**config.mk**
```make
export PLATFORM = sky130hd
export DESIGN_NAME = valid_sample_src_flat
export DESIGN_NICKNAME = d
export VERILOG_FILES = /design/src/rtl/valid_sample_src_if.sv /design/src/rtl/valid_sample_src.sv /design/src/flat_wrapper.sv
export SDC_FILE = /design/constraint.sdc
export NUM_CORES = 1
export LEC_CHECK = 0
export BUFFER_PORTS_ARGS = -buffer_cell sky130_fd_sc_hd__buf_2
export CORE_ASPECT_RATIO = 0.5
export CORE_UTILIZATION = 59
export DETAILED_ROUTE_END_ITERATION = 8
export GPL_TIMING_DRIVEN = 0
export HOLD_SLACK_MARGIN = 0.08
export PLACE_DENSITY = 0.79
export SLEW_MARGIN = 25
export SYNTH_ARGS = -nofsm -noshare
export SYNTH_HDL_FRONTEND = slang
export SYNTH_SLANG_ARGS = --single-unit
```
**constraint.sdc**
```tcl
create_clock -name clk -period 5.52 [get_ports clk]
set_input_delay 1.104 -clock clk [delete_from_list [all_inputs] [get_ports clk]]
set_output_delay 1.104 -clock clk [all_outputs]
set_load 0.03 [all_outputs]
```
**src/rtl/valid_sample_src_if.sv**
```systemverilog
// Sample stream between the ramp source and its consumer.
// A beat transfers on a rising edge when out_valid and out_ready are both 1. Once raised, out_valid stays up
// and out_data stays constant until that transfer happens. out_ready may change freely and never depends on out_valid.
interface valid_sample_src_if #(
  parameter int DW = 16
);
  logic          out_valid;
  logic [DW-1:0] out_data;
  logic          out_ready;

  modport master (output out_valid, output out_data, input  out_ready);
  modport slave  (input  out_valid, input  out_data, output out_ready);
endinterface

```
**src/rtl/valid_sample_src.sv**
```systemverilog
// Turns periodic sample strobes into a ramp of test samples, buffers them in a small FIFO,
// and counts accepted and dropped strobes until a run of NSAMP samples has drained.
module valid_sample_src #(
  parameter int            DW    = 16,
  parameter int            DEPTH = 4,
  parameter logic [DW-1:0] SEED  = '0,
  parameter logic [DW-1:0] STEP  = DW'(1),
  parameter int            NSAMP = 32
) (
  input  logic                 clk,
  input  logic                 rst,
  input  logic                 en,
  input  logic                 in_valid,
  valid_sample_src_if.master   stream,
  output logic                 full,
  output logic [15:0]          samp_cnt,
  output logic [15:0]          drop_cnt,
  output logic                 done,
  output logic [1:0]           state
);
  localparam int AW = $clog2(DEPTH);
  localparam logic [AW:0] DEPTH_C = (AW+1)'(DEPTH);
  localparam bit          COUNTED = (NSAMP != 0);
  localparam logic [15:0] NSAMP_M1 = (NSAMP == 0) ? 16'd0 : 16'(NSAMP - 1);

  localparam logic [1:0] S_IDLE  = 2'd0;
  localparam logic [1:0] S_RUN   = 2'd1;
  localparam logic [1:0] S_DRAIN = 2'd2;
  localparam logic [1:0] S_DONE  = 2'd3;

  logic [DW-1:0] mem [DEPTH];
  logic [AW-1:0] wr_ptr;
  logic [AW-1:0] rd_ptr;
  logic [AW:0]   count;
  logic [DW-1:0] ramp;
  logic [DW-1:0] last_q;
  logic          pop;
  logic          wr_req;
  logic          push;

  assign pop    = stream.out_valid & stream.out_ready;
  assign wr_req = (state == S_RUN) & in_valid;
  // A full FIFO still takes the strobe when the head leaves in the same cycle.
  assign push   = wr_req & ((count != DEPTH_C) | pop);

  assign stream.out_valid = (count != '0);
  assign stream.out_data  = stream.out_valid ? mem[rd_ptr] : last_q;
  assign full             = (count == DEPTH_C);
  assign done             = (state == S_DONE);

  always_ff @(posedge clk) begin
    if (push) begin
      mem[wr_ptr] <= ramp;
    end
  end

  always_ff @(posedge clk) begin
    if (rst) begin
      state    <= S_IDLE;
      wr_ptr   <= '0;
      rd_ptr   <= '0;
      count    <= '0;
      ramp     <= SEED;
      last_q   <= '0;
      samp_cnt <= '0;
      drop_cnt <= '0;
    end else begin
      if (pop) begin
        rd_ptr <= rd_ptr + AW'(1);
        last_q <= mem[rd_ptr];
      end
      if (push) begin
        wr_ptr <= wr_ptr + AW'(1);
        ramp   <= ramp + STEP;
        if (samp_cnt != 16'hFFFF) begin
          samp_cnt <= samp_cnt + 16'd1;
        end
      end
      if (wr_req && !push && (drop_cnt != 16'hFFFF)) begin
        drop_cnt <= drop_cnt + 16'd1;
      end
      count <= count + {{AW{1'b0}}, push} - {{AW{1'b0}}, pop};

      case (state)
        S_IDLE: begin
          if (en) begin
            state    <= S_RUN;
            samp_cnt <= '0;
            drop_cnt <= '0;
            ramp     <= SEED;
          end
        end
        S_RUN: begin
          if (!en || (COUNTED && push && (samp_cnt == NSAMP_M1))) begin
            state <= S_DRAIN;
          end
        end
        S_DRAIN: begin
          if (count == '0) begin
            state <= S_DONE;
          end
        end
        default: begin
          if (!en) begin
            state <= S_IDLE;
          end
        end
      endcase
    end
  end
endmodule

```
**src/flat_wrapper.sv**
```systemverilog
// flat-port wrapper written by rule: the top's interface ports become plain ports
module valid_sample_src_flat 
#(
  parameter int            DW    = 16,
  parameter int            DEPTH = 4,
  parameter logic [DW-1:0] SEED  = '0,
  parameter logic [DW-1:0] STEP  = DW'(1),
  parameter int            NSAMP = 32
)
  (clk, rst, en, in_valid, full, samp_cnt, drop_cnt, done, state, stream_out_valid, stream_out_data, stream_out_ready);
  valid_sample_src_if #(.DW(DW)) stream_i ();
  input  logic clk;
  input  logic rst;
  input  logic en;
  input  logic in_valid;
  output logic full;
  output logic [15:0] samp_cnt;
  output logic [15:0] drop_cnt;
  output logic done;
  output logic [1:0] state;
  output wire logic [$bits(stream_i.out_valid)-1:0] stream_out_valid;
  output wire logic [$bits(stream_i.out_data)-1:0] stream_out_data;
  input wire logic [$bits(stream_i.out_ready)-1:0] stream_out_ready;
  assign stream_out_valid = stream_i.out_valid;
  assign stream_out_data = stream_i.out_data;
  assign stream_i.out_ready = stream_out_ready;
  valid_sample_src #(.DW(DW), .DEPTH(DEPTH), .SEED(SEED), .STEP(STEP), .NSAMP(NSAMP)) u_core (.clk(clk), .rst(rst), .en(en), .in_valid(in_valid), .stream(stream_i), .full(full), .samp_cnt(samp_cnt), .drop_cnt(drop_cnt), .done(done), .state(state));
endmodule
```
# Word level (Yosys, flattened, before mapping)
# Memories as Yosys holds them, arrays and structs flattened. A register that Yosys moved wholly into a read port is not among the register bits.
# Cells that the tools add are included.
# W data, S select, Z words.
dict set report word_totals {
  reg_bits 73
  mem_bits_rw 64
  input_bits 5
  word_cells 62
  memories 1
}
# name words width read_ports rd_clocked_by_memory_dff wr line
set mem_list {}
lappend mem_list {u_core.mem 4 16 1 1 1 valid_sample_src.sv:31} ;# logic [DW-1:0] mem [DEPTH];
dict set report op_classes {
  n_addsub 7
  n_eq_ne 12
  muxes 20
  bitwise 4
  reduce_logical 10
}
# operator count
set op_table {}
lappend op_table {{$mux W16} 11}
lappend op_table {{$add A16 B1 Y16 const B} 3}
lappend op_table {{$ne A16 B16 Y1 const B} 2}
lappend op_table {{$eq A16 B5 Y1 const B} 1}
lappend op_table {{$mux W2} 6}
lappend op_table {{$pmux W2 S3} 1}
lappend op_table {{$add A2 B1 Y2 const B} 2}
lappend op_table {{$eq A2 B2 Y1 const B} 2}
lappend op_table {{$ne A2 B2 Y1 const B} 2}
lappend op_table {{$ne A4 B1 Y1 const B} 1}
lappend op_table {{$reduce_and A4 Y1} 1}
lappend op_table {{$add A3 B1 Y3} 1}
lappend op_table {{$and A1 B1 Y1} 3}
lappend op_table {{$eq A3 B3 Y1 const B} 1}
lappend op_table {{$logic_and A1 B1 Y1} 3}
lappend op_table {{$logic_not A3 Y1} 1}
lappend op_table {{$ne A3 B3 Y1 const B} 1}
lappend op_table {{$reduce_bool A3 Y1} 1}
lappend op_table {{$sub A3 B1 Y3} 1}
lappend op_table {{$eq A2 B1 Y1 const B} 1}
lappend op_table {{$logic_not A1 Y1} 2}
lappend op_table {{$logic_not A2 Y1} 1}
lappend op_table {{$mux W1} 2}
lappend op_table {{$ne A2 B1 Y1 const B} 1}
lappend op_table {{2 further kinds} 2}

# Longest topological paths before layout
# Gate-level depths: netlist of the first run.
dict set report logic_depth {
  depth_word 10
  ltp_mapped 13
  mapped_depth_nobuf 11
}

# Worst setup path after synthesis of the first run
# No wires, ideal clock.
dict set report synth_path {
  path_kind {input port to flip-flop}
  from {input stream_out_ready}
  to {register u_core.count[2]}
  setup_ns 0.128
  arrival_time_ns 2.797
  required_time_ns 5.392
  setup_slack_ns 2.596
  cell_stages 10
  n_path_buf 1
  cell_sequence {or4b_4 -> buf_6 -> nand2_2 -> clkinv_1 -> ha_1 -> inv_1 -> fa_1 -> xor2_1 -> xnor2_1 -> nor2_1}
}
dict set report synth_between {
  elab_chain_len 5
}
# item line
set synth_lines {}
lappend synth_lines {{start, declared} flat_wrapper.sv:23} ;# input wire logic [$bits(stream_i.out_ready)-1:0] stream_out_ready;
lappend synth_lines {{$and A1 B1 Y1 *} valid_sample_src.sv:41} ;# assign pop = stream.out_valid & stream.out_ready;
lappend synth_lines {{$or A1 B1 Y1} valid_sample_src.sv:44} ;# assign push = wr_req & ((count != DEPTH_C) | pop);
lappend synth_lines {{$and A1 B1 Y1} valid_sample_src.sv:44}
lappend synth_lines {{$add A3 B1 Y3} valid_sample_src.sv:82} ;# count <= count + {{AW{1'b0}}, push} - {{AW{1'b0}}, pop};
lappend synth_lines {{$sub A3 B1 Y3 *} valid_sample_src.sv:82}
lappend synth_lines {{end signal, assigned} valid_sample_src.sv:82}
lappend synth_lines {{end, declared} valid_sample_src.sv:34} ;# logic [AW:0] count;
# Mark *: on every way between the ends. The rest lies on a longest branch, timed or not.
# A chain may end at the register's enable or synchronous reset.

==> out/qor.txt, run 1 <==
Max-slew violations: 0
GR peak layer: met2
Period utilisation layout: 66.24%
Antenna Violating Nets Remaining: 0
Worst path buffer plus inverter count: 3
Post-cts sizing count: 0
Worst stage delay on the critical path: 540 ps
Post-synth EDFFs: 64
Setup Viol. Count Final: 0
Critical Path Source Type: flop
Critical Path RT: 4420 ps
Commonest non-fill, non-tap cell in the layout: dfxtp_1
Warnings, synthesis: 0
Fmax: 273.5 MHz
Share of layout cells above drive strength 1: 22.26%
Vias per cell: 6.104
Die Area: 10930 um2
Syn Area/Cell: 11.47 um2
P per Cell Area: 437.5 nW/um2
CP top delay family: buffers and inverters
Clock network power share: 35.4%
Iter 0 DRT Violations: 315
Hold WC Path Type: reg2reg
Logic pwr share: 26.8%
Clock-pin slew of the registers on the worst-case setup and hold paths: 60 ps
Met1 Use GR: 36.68%
Antenna Cells: 0
Grt ovf: 0
Met2 Use GR: 40.39%
Sequential area share after synthesis: 55.28%
Final Hold Viols: 0
Slew margin rel.: 42.73%
Mapped Cells: 540
Kind of critical path: reg2out
Sequential Power Share: 37.7%
Clock sink count: 139
Int Pwr: 2.112 mW
Initial core utilization: 60.62%
CP Cell Sequence: buf_1 -> clkbuf_1 -> mux4_2 -> mux2_2 -> buf_2
P_sw: 1.053 mW
RSZ-0062 raised after global routing: false
First-pass GRT wire length: 21580 um
Routability congestion estimate: 0.8072
Top fanout value on the critical path: 10
Cts hold-fix bufs: 0
# DRC: 0
Worst vdd ir: 0.2694 mV
Row count: 26
Synthesized cell area: 6192 um2
Dpl ws: 2063 ps
Fillers: 745
H-tree depth: 4
Clock root cell: clkbuf_16
Chip width: 146.9 um
Worst slew pin tran: 859.1 ps
Synth unique cells: 53
Slowest-stage cell, CP: clkbuf_1
Async S/R FF share, synth: 0%
Clock period minus worst slack: 3656 ps
Most frequent cells in the layout: dfxtp_1, buf_2, edfxtp_1
Pleak: 2.629 nW
DR pass1 iterations: 5
Clk_skew: 9.537 ps
Crit. End Element: output port
Setup ws final: 1864 ps
Worst hold slack: 450.8 ps
Vert. Die Dim: 74.44 um
Routing usage on met3: 6.933%
Flops & latches, synth: 139
Final instance area: 7233 um2
Vias in the first global route: 4163
Clock latency at the later pin of the worst-skew pair: 430 ps
Syn_nets: 559
Clock buffer depth: 2
Total track usage: 26.45%
Area after DPL: 6653 um2
Syn-to-layout area delta: 16.81%
Port bufs: 57
Routed WL: 13660 um
Switching portion of total power: 33.28%
I/O pin cnt: 58
Detailed placer's ending HPWL: 8730 um
Ys flop type: dfxtp_1
Post-CTS setup buffers: 0
Initial antenna violation count: 0
Crit path DAT: 2550 ps
Largest net degree at the start of global routing: 17
Core Region: 10210 um2
Status: completed
Max-Cap Viols: 0
CTS Buf Count: 17
Post-layout nets: 635
Setup TNS: 0 ps
DR WL/cell: 17.76 um
Vias: 4694
CTS tree: done
logic make-up after synthesis:
group / after synthesis / share of synthesized area, %
AOI/OAI and AO/OA: 102 / 10.35
buffers and inverters: 45 / 3.031
xor gates and xnor gates: 10 / 1.415
muxes: 36 / 9.376
and+or+nand+nor: 194 / 17.60
adders and majority gates: 14 / 2.950
DFF: 139 / 55.28
area by class of cell:
cell class / instances / area (um2) / share of cell area [%]
Tap cell: 140 / 175.2 / 2.422
Timing Repair Buffer: 57 / 285.3 / 3.944
Clock inverter: 15 / 155.1 / 2.145
Sequential cell: 139 / 3423 / 47.33
Inverter: 17 / 63.81 / 0.8822
Clock buffer: 17 / 425.4 / 5.881
Multi-Input combinational cell: 356 / 2581 / 35.69
Buffer: 28 / 123.9 / 1.713
synthesized netlist by cell type, drive strengths merged, types with 2 or more instances:
library cell	number	share of area, %
o31ai	18	2.2
a41o	3	0.48
nand2b	5	0.51
nor2	18	1.1
a21oi	50	4.0
mux4	16	5.8
ha	13	2.6
buf	11	0.95
o41ai	6	0.85
a31oi	5	0.51
edfxtp	64	31
o21ai	10	0.81
and3	8	0.89
nor4	9	1.2
nand4	14	1.5
nor3	7	0.57
mux2	16	2.9
xor2	3	0.42
mux2i	4	0.65
nand3	22	1.8
inv	16	0.97
dfxtp	75	24
or3	7	0.71
xnor2	7	0.99
nor4b	2	0.38
clkbuf	17	1.1
or4	20	2.4
nand2	63	3.9
and4	11	1.6
o311ai	5	0.71
and2	2	0.20
nor3b	2	0.32
final timing paths:
kind | startpoint | to | slack, ps | cells past startpoint
worst max-delay path | flop | stream_out_data[14] | 1860 | 5
worst min-delay path | u_core.last_q[3]$_SDFFE_PP0P_ | u_core.last_q[3]$_SDFFE_PP0P_ | 450 | 2
worst max register to register | u_core.count[1]$_SDFF_PP0_ | u_core.count[2]$_SDFF_PP0_ | 2340 | 13
worst min register to register | u_core.last_q[3]$_SDFFE_PP0P_ | u_core.last_q[3]$_SDFFE_PP0P_ | 450 | 2
state kept, by name, indices dropped and copies added (netlist names), named ones only:
signal	cells
u_core.samp_cnt	16
u_core.drop_cnt	16
u_core.count	3
u_core.wr_ptr	2
u_core.ramp	16
u_core.state	2
u_core.mem	64
u_core.last_q	16
u_core.rd_ptr	2
worst min-delay path, cell delays in order (launching register included):
cell and delay, ps:
dfxtp_1 310, nand2_1 50, a21oi_1 50
power by group through the flow:
stage                     clock network (mW)  registers (mW)  logic (mW)
after floorplan                            0            1.22       0.642
after global placement                     0            1.21       0.836
after global routing                    1.17            1.20       0.922
after CTS                               1.13            1.19       0.855
after detailed placement                   0            1.21       0.845
final                                   1.12            1.19       0.849
layer usage:
layer,wire [um],part of all wire (%)
met2,6115,45
met1,6412,47
met3,931,6.8
met5,0,0
met4,198,1.4
metrics by stage:
step | std cells | utilization, % | power, mW
finish | 769 | 70.81 | 3.165
global route | 769 | 70.81 | 3.299
CTS | 769 | 70.81 | 3.175
detailed placement | 737 | 65.13 | 2.059
global placement | 737 | 65.13 | 2.046
floorplan | 540 | - | 1.859
Note: power is estimated with default switching activity, not from simulation.
==> run 2: changes to the inputs <==
ABC_AREA = 1   (was default)
CORE_UTILIZATION = 54   (was 59)
PLACE_DENSITY = 0.76   (was 0.79)
clock period = 3.2 ns   (was 5.52 ns; I/O delays follow)
==> run 2 against run 1 <==
Compared with the run above: sequential power rose by 79%; routed wire length increased by 9.0%; via count is 13% higher; critical path type unchanged; non-clock buffer count unchanged; final cell count is 30% higher; largest cell class unchanged.
==> out/qor.txt, run 2 <==
Clock buffer depth: 2 (unchanged)
Worst stage delay on the critical path: 490 ps (-50 ps)
Met1 Use GR: 34.75% (-1.9 points)
Vert. Die Dim: 79.65 um (+7.0%)
Critical Path Source Type: flop
CTS Buf Count: 17 (unchanged)
Detailed placer's ending HPWL: 10260 um (+18%)
Largest family of logic cells by synthesized area: simple AND/OR/NAND/NOR gates
Final Hold Viols: 0 (unchanged)
Iter 0 DRT Violations: 444 (+41%)
Post-synth EDFFs: 64 (unchanged)
Most frequent cells in the layout: nand2_1, nor2_1, dfxtp_1
Hold WC Path Type: in2reg
Most used cell, CP: buf_2
Slew margin rel.: 38.38% (-4.3 points)
Worst vdd ir: 0.4331 mV (+61%)
Vias per cell: 5.314 (-13%)
Xor and xnor area share after synthesis: 0.5380% (-0.88 points)
Worst hold slack: 432.9 ps (-17.89 ps)
Worst path buffer plus inverter count: 3 (unchanged)
Cts hold-fix bufs: 0 (unchanged)
Syn_nets: 769 (+38%)
Clock latency at the later pin of the worst-skew pair: 420 ps (about the same)
Initial core utilization: 57.36% (-3.3 points)
CP Cell Sequence: buf_2 -> clkbuf_1 -> nand2_1 -> a32o_1 -> a21oi_1 -> buf_2
RSZ-0062 raised after global routing: false
Sequential area share after synthesis: 52.57% (-2.7 points)
Setup TNS: 0 ps (unchanged)
Fillers: 919 (+23%)
Status: completed
Chip width: 157.3 um (+7.1%)
Total track usage: 25.59% (-0.86 points)
Commonest non-fill, non-tap cell in the layout: nand2_1
Final total power: 6.027 mW (+90%)
Clock root cell: clkbuf_16
Top fanout value on the critical path: 10 (unchanged)
DR pass1 iterations: 7 (+2)
Initial antenna violation count: 0 (unchanged)
DR WL/cell: 14.89 um (-16%)
Grt ovf: 0 (unchanged)
Syn-to-layout area delta: 16.70% (about the same)
Setup ws final: 359.8 ps (-1504 ps)
Setup Viol. Count Final: 0 (unchanged)
Kind of critical path: reg2out
Crit. End Element: output port
Row count: 27 (+3.8%)
Biggest register: u_core.mem
Async S/R FF share, synth: 0% (unchanged)
Period utilisation layout: 88.76%
Post-CTS setup buffers: 0 (unchanged)
Most common cell in the synthesized netlist: nand2_1
GR peak layer: met2
Antenna Cells: 0 (unchanged)
Worst slew pin tran: 923.3 ps (+64.15 ps)
Critical Path RT: 2560 ps (-1860 ps)
Routability congestion estimate: 0.8517 (+5.5%)
P per Cell Area: 793.2 nW/um2 (+81%)
Clk_skew: 11.74 ps (+2.198 ps)
Yosys top cell area share: 29.52% (-1.5 points)
Adder-cell share of the synthesized area: 2.806% (-0.14 points)
Clock sink count: 139 (unchanged)
Compound-Gate Fraction of Synth Area: 13.36% (+3.0 points)
Flops & latches, synth: 139 (unchanged)
Largest register FFs: 64 (unchanged)
CTS tree: done
Top cells by count, synth: nand2_1, nor2_1, dfxtp_1
Post-cts sizing count: 0 (unchanged)
First-pass GRT wire length: 23960 um (+11%)
Syn Area/Cell: 8.682 um2 (-24%)
Ys flop type: dfxtp_1
CP top delay family: buffers and inverters
Core Region: 11350 um2 (+11%)
Warnings, synthesis: 0 (unchanged)
Met2 Use GR: 41.37% (+0.98 points)
Max-slew violations: 0 (unchanged)
Antenna Violating Nets Remaining: 0 (unchanged)
Vias in the first global route: 4913 (+18%)
Post-layout nets: 847 (+33%)
Mapped Cells: 750 (+39%)
Share of layout cells above drive strength 1: 18.79% (-3.5 points)
I/O pin cnt: 58 (unchanged)
Max-Cap Viols: 0 (unchanged)
Synth Area in Simple Gates: 24.25% (+6.7 points)
Clock-pin slew of the registers on the worst-case setup and hold paths: 60 ps (about the same)
Synth unique cells: 43 (-19%)
Cell taking the most area after synthesis: edfxtp_1
Clock period minus worst slack: 2840 ps
Vias: 5314 (+13%)
Port bufs: 57 (unchanged)
Routing usage on met3: 5.266% (-1.7 points)
Die Area: 12530 um2 (+15%)
Crit path DAT: 2200 ps (-350 ps)
Dpl ws: 700.4 ps (-1363 ps)
Mux contribution to synthesized area: 0% (-9.4 points)
Routed WL: 14890 um (+9.0%)
Slowest-stage cell, CP: clkbuf_1
Synthesized cell area: 6511 um2 (+5.2%)
Fmax: 352.1 MHz
H-tree depth: 4 (unchanged)
Largest cells by area after synthesis: edfxtp_1, dfxtp_1, nand2_1, nor2_1, a21oi_1
# DRC: 0 (unchanged)
Largest net degree at the start of global routing: 17 (unchanged)
Pleak: 2.999 nW (+14%)
==> run 2: final cells by class <==
| cell class | count | area (um2) | share of cell area (%) |
|---|---|---|---|
| plain buffers | 26 | 151.4 | 1.992 |
| well taps | 159 | 198.9 | 2.618 |
| multi-input cells | 513 | 2676 | 35.22 |
| repair buffers | 59 | 315.3 | 4.150 |
| inverters | 72 | 270.3 | 3.557 |
| flip-flops and latches | 139 | 3423 | 45.05 |
| clock buffers | 17 | 425.4 | 5.599 |
| clock inverters | 15 | 137.6 | 1.811 |
==> run 2: cells by family after synthesis <==
| family | count (synthesis) |
|---|---|
| fa+ha+maj | 14 |
| buf+inv | 98 |
| flops | 139 |
| simple gates | 352 |
| xor+xnor | 4 |
| compound gates | 143 |
==> run 2: stage by stage <==
stage / utilization, % / instances / instance area (um2)
floorplan: - / 750 / 6511
detailed placement: 61.98 / 968 / 7036
finish: 66.94 / 1000 / 7599
CTS: 66.94 / 1000 / 7599
global route: 66.94 / 1000 / 7599
global placement: 61.63 / 966 / 6995
==> run 2: worst paths after layout <==
kind	startpoint	to	depth (start not counted)	slack [ps]
setup reg to reg	u_core.count[1]$_SDFF_PP0_	u_core.count[2]$_SDFF_PP0_	12	750
hold reg to reg	u_core.drop_cnt[0]$_SDFF_PP0_	u_core.drop_cnt[0]$_SDFF_PP0_	1	510
setup / recovery	flop	stream_out_data[10]	6	360
hold / removal	rst	u_core.count[1]$_SDFF_PP0_	2	430
==> run 2: metal layers <==
metal  vias to the layer above  share of wire [%]
li1                       2666                  -
met1                      2456                 47
met2                       180                 45
met3                        12                6.8
met4                         0               0.80
met5                         -                  0
==> run 2: where the power goes <==
part,leakage (nW),internal (mW),switching [mW]
Combinational,1.51,0.589,1.44
Clock,0.268,1.08,0.790
Sequential,1.22,2.02,0.103
Total,3.00,3.69,2.33
==> run 3: changes to the inputs <==
ABC_AREA = default   (was 1)
CORE_UTILIZATION = 53   (was 54)
PLACE_DENSITY = 0.75   (was 0.76)
==> run 3 against run 2 <==
Compared with the run above: hold slack improved by 19 ps; core utilization down 2.1 points; clock-buffer cell count rose by 1; clock skew fell by 5.5 ps; critical path type unchanged; largest cell class unchanged; largest power group unchanged.
==> out/qor.txt, run 3 (synthesis results as in run 1) <==
Detailed placer's ending HPWL: 9435 um (-8.1%)
Largest register FFs: 64 (unchanged)
Flop-to-flop setup slack: 190 ps (-560 ps)
Clock sink count: 139 (unchanged)
Setup TNS: 0 ps (unchanged)
H-tree depth: 4 (unchanged)
Max-slew violations: 0 (unchanged)
Slowest-stage cell, CP: dfxtp_1
Row count: 27 (unchanged)
Total track usage: 24.76% (-0.83 points)
DR pass1 iterations: 4 (-3)
Hold Crit Start: u_core.last_q[6]$_SDFFE_PP0P_
Clock-pin slew of the registers on the worst-case setup and hold paths: 60 ps (about the same)
Vias in the first global route: 4434 (-9.7%)
Kind of critical path: reg2out
Chip width: 154.9 um (-1.5%)
Worst path buffer plus inverter count: 3 (unchanged)
Post-layout nets: 635 (-25%)
Port bufs: 57 (unchanged)
Fmax: 329.7 MHz (-6.4%)
# DRC: 0 (unchanged)
Final instance area: 7248 um2 (-4.6%)
CTS Buf Count: 17 (unchanged)
Max Used Layer: met4
Critical Path Source Type: flop
Grt ovf: 0 (unchanged)
Critical Path RT: 2560 ps (about the same)
Biggest register: u_core.mem
Final total power: 5.434 mW (-9.8%)
Area after DPL: 6676 um2 (-5.1%)
WL met1: 6674 um (-5.0%)
Antenna Violating Nets Remaining: 0 (unchanged)
CP top delay family: buffers and inverters
Worst slew pin tran: 914.2 ps (-9.036 ps)
Top fanout value on the critical path: 10 (unchanged)
Max-Cap Viols: 0 (unchanged)
Clock root cell: clkbuf_16
Iter 0 DRT Violations: 277 (-38%)
Hold WC Path Type: reg2reg
Clock period minus worst slack: 3033 ps (+192.7 ps)
First-pass GRT wire length: 22890 um (-4.5%)
Most frequent cells in the layout: dfxtp_1, edfxtp_1, buf_2
Core Region: 11180 um2 (-1.5%)
Routed WL: 14060 um (-5.6%)
P per Cell Area: 749.7 nW/um2 (-5.5%)
Pleak: 2.615 nW (-13%)
Clock buffer depth: 2 (unchanged)
Largest net degree at the start of global routing: 17 (unchanged)
Syn-to-layout area delta: 17.05%
Metal2 WL: 6421 um (-4.7%)
Worst stage delay on the critical path: 490 ps (about the same)
Worst vdd ir: 0.3712 mV (-14%)
CP Cell Sequence: or3_1 -> buf_2 -> buf_1 -> mux2_2 -> buf_2
Most used cell, CP: buf_2
Hold depth: 2 (unchanged)
Slew margin rel.: 39.05% (+0.67 points)
Met3 WL: 778 um (-23%)
Clk_skew: 6.222 ps (-5.513 ps)
Period utilisation layout: 94.78% (+6.0 points)
Setup ws final: 167.1 ps (-192.7 ps)
DR WL/cell: 17.85 um (+20%)
Initial core utilization: 55.38% (-2.0 points)
Final Hold Viols: 0 (unchanged)
Commonest non-fill, non-tap cell in the layout: dfxtp_1
Reg2reg path depth: 13 (+1)
Antenna Cells: 0 (unchanged)
I/O pin cnt: 58 (unchanged)
Routability congestion estimate: 0.8151 (-4.3%)
Hold Path End: u_core.last_q[6]$_SDFFE_PP0P_
Dpl ws: 66.54 ps (-633.9 ps)
Vias per cell: 5.971 (+12%)
Origin of the critical flop-to-flop path: u_core.count[1]$_SDFF_PP0_
Worst reg2reg path endpoint: u_core.count[2]$_SDFF_PP0_
Clock latency at the later pin of the worst-skew pair: 420 ps (about the same)
Setup Viol. Count Final: 0 (unchanged)
Crit path DAT: 2390 ps (+190 ps)
RSZ-0062 raised after global routing: false
Status: completed
Die Area: 12150 um2 (-3.0%)
Vias: 4705 (-11%)
Share of layout cells above drive strength 1: 22.42% (+3.6 points)
Initial antenna violation count: 0 (unchanged)
Vert. Die Dim: 78.43 um (-1.5%)
CTS tree: done
Crit. End Element: output port
run 3: metal layers:
layer | GRT usage (%) | up-vias
met5 | 0 | -
met4 | 8.812 | 0
met3 | 5.191 | 18
met2 | 39.19 | 153
met1 | 33.98 | 2292
li1 | - | 2242
run 3: how the worst max path moves through the flow:
stage                                       endpoint  slack [ps]                       start  cells after the start
after floorplan           u_core.count[2]$_SDFF_PP0_         520  u_core.count[1]$_SDFF_PP0_                     13
after global placement    u_core.count[2]$_SDFF_PP0_          70  u_core.count[1]$_SDFF_PP0_                     13
after detailed placement  u_core.count[2]$_SDFF_PP0_          70  u_core.count[1]$_SDFF_PP0_                     13
after CTS                 u_core.count[2]$_SDFF_PP0_          50  u_core.count[1]$_SDFF_PP0_                     13
after global routing      u_core.count[2]$_SDFF_PP0_           4  u_core.count[1]$_SDFF_PP0_                     13
final                            stream_out_data[14]         170  u_core.count[1]$_SDFF_PP0_                      5
run 3: final cells by class:
class                      instances  area [um2]
tap                              159       198.9
multi-input combinational        356        2584
fill                             864        3934
buffer                            28       130.1
sequential                       139        3423
inverter                          17       63.81
timing repair buffer              57       285.3
clock inverter                    14       133.9
clock buffer                      18       429.2
run 3: stage by stage:
step,hold slack [ps],cells,util (%)
2_1_floorplan,433.8,540,-
3_3_place_gp,438.9,756,59.71
3_5_place_dp,444.0,756,59.71
4_1_cts,453.0,788,64.75
5_1_grt,470.3,788,64.82
6_report,451.8,788,64.82
run 3: worst reg2reg max path: cells and delay by family (launching register included):
family / cells / cell delay, ps
fa+ha+maj: 3 / 810
flops: 1 / 390
buf+inv: 5 / 730
xor+xnor: 2 / 310
simple gates: 3 / 640
run 3: what timing repair did:
action / in CTS / in global routing
endpoints found under the setup margin: 9 / 10
gates resized for setup: 1 / 3
setup buffers: 0 / 0
hold buffers: 0 / 0
run 3: where the power goes:
part / internal [mW] / leakage, nW / switching [mW] / total [mW]
combinational: 0.568 / 1.10 / 0.917 / 1.49
clock: 1.08 / 0.263 / 0.805 / 1.89
sequential: 1.98 / 1.25 / 0.0795 / 2.06
total: 3.63 / 2.61 / 1.80 / 5.43
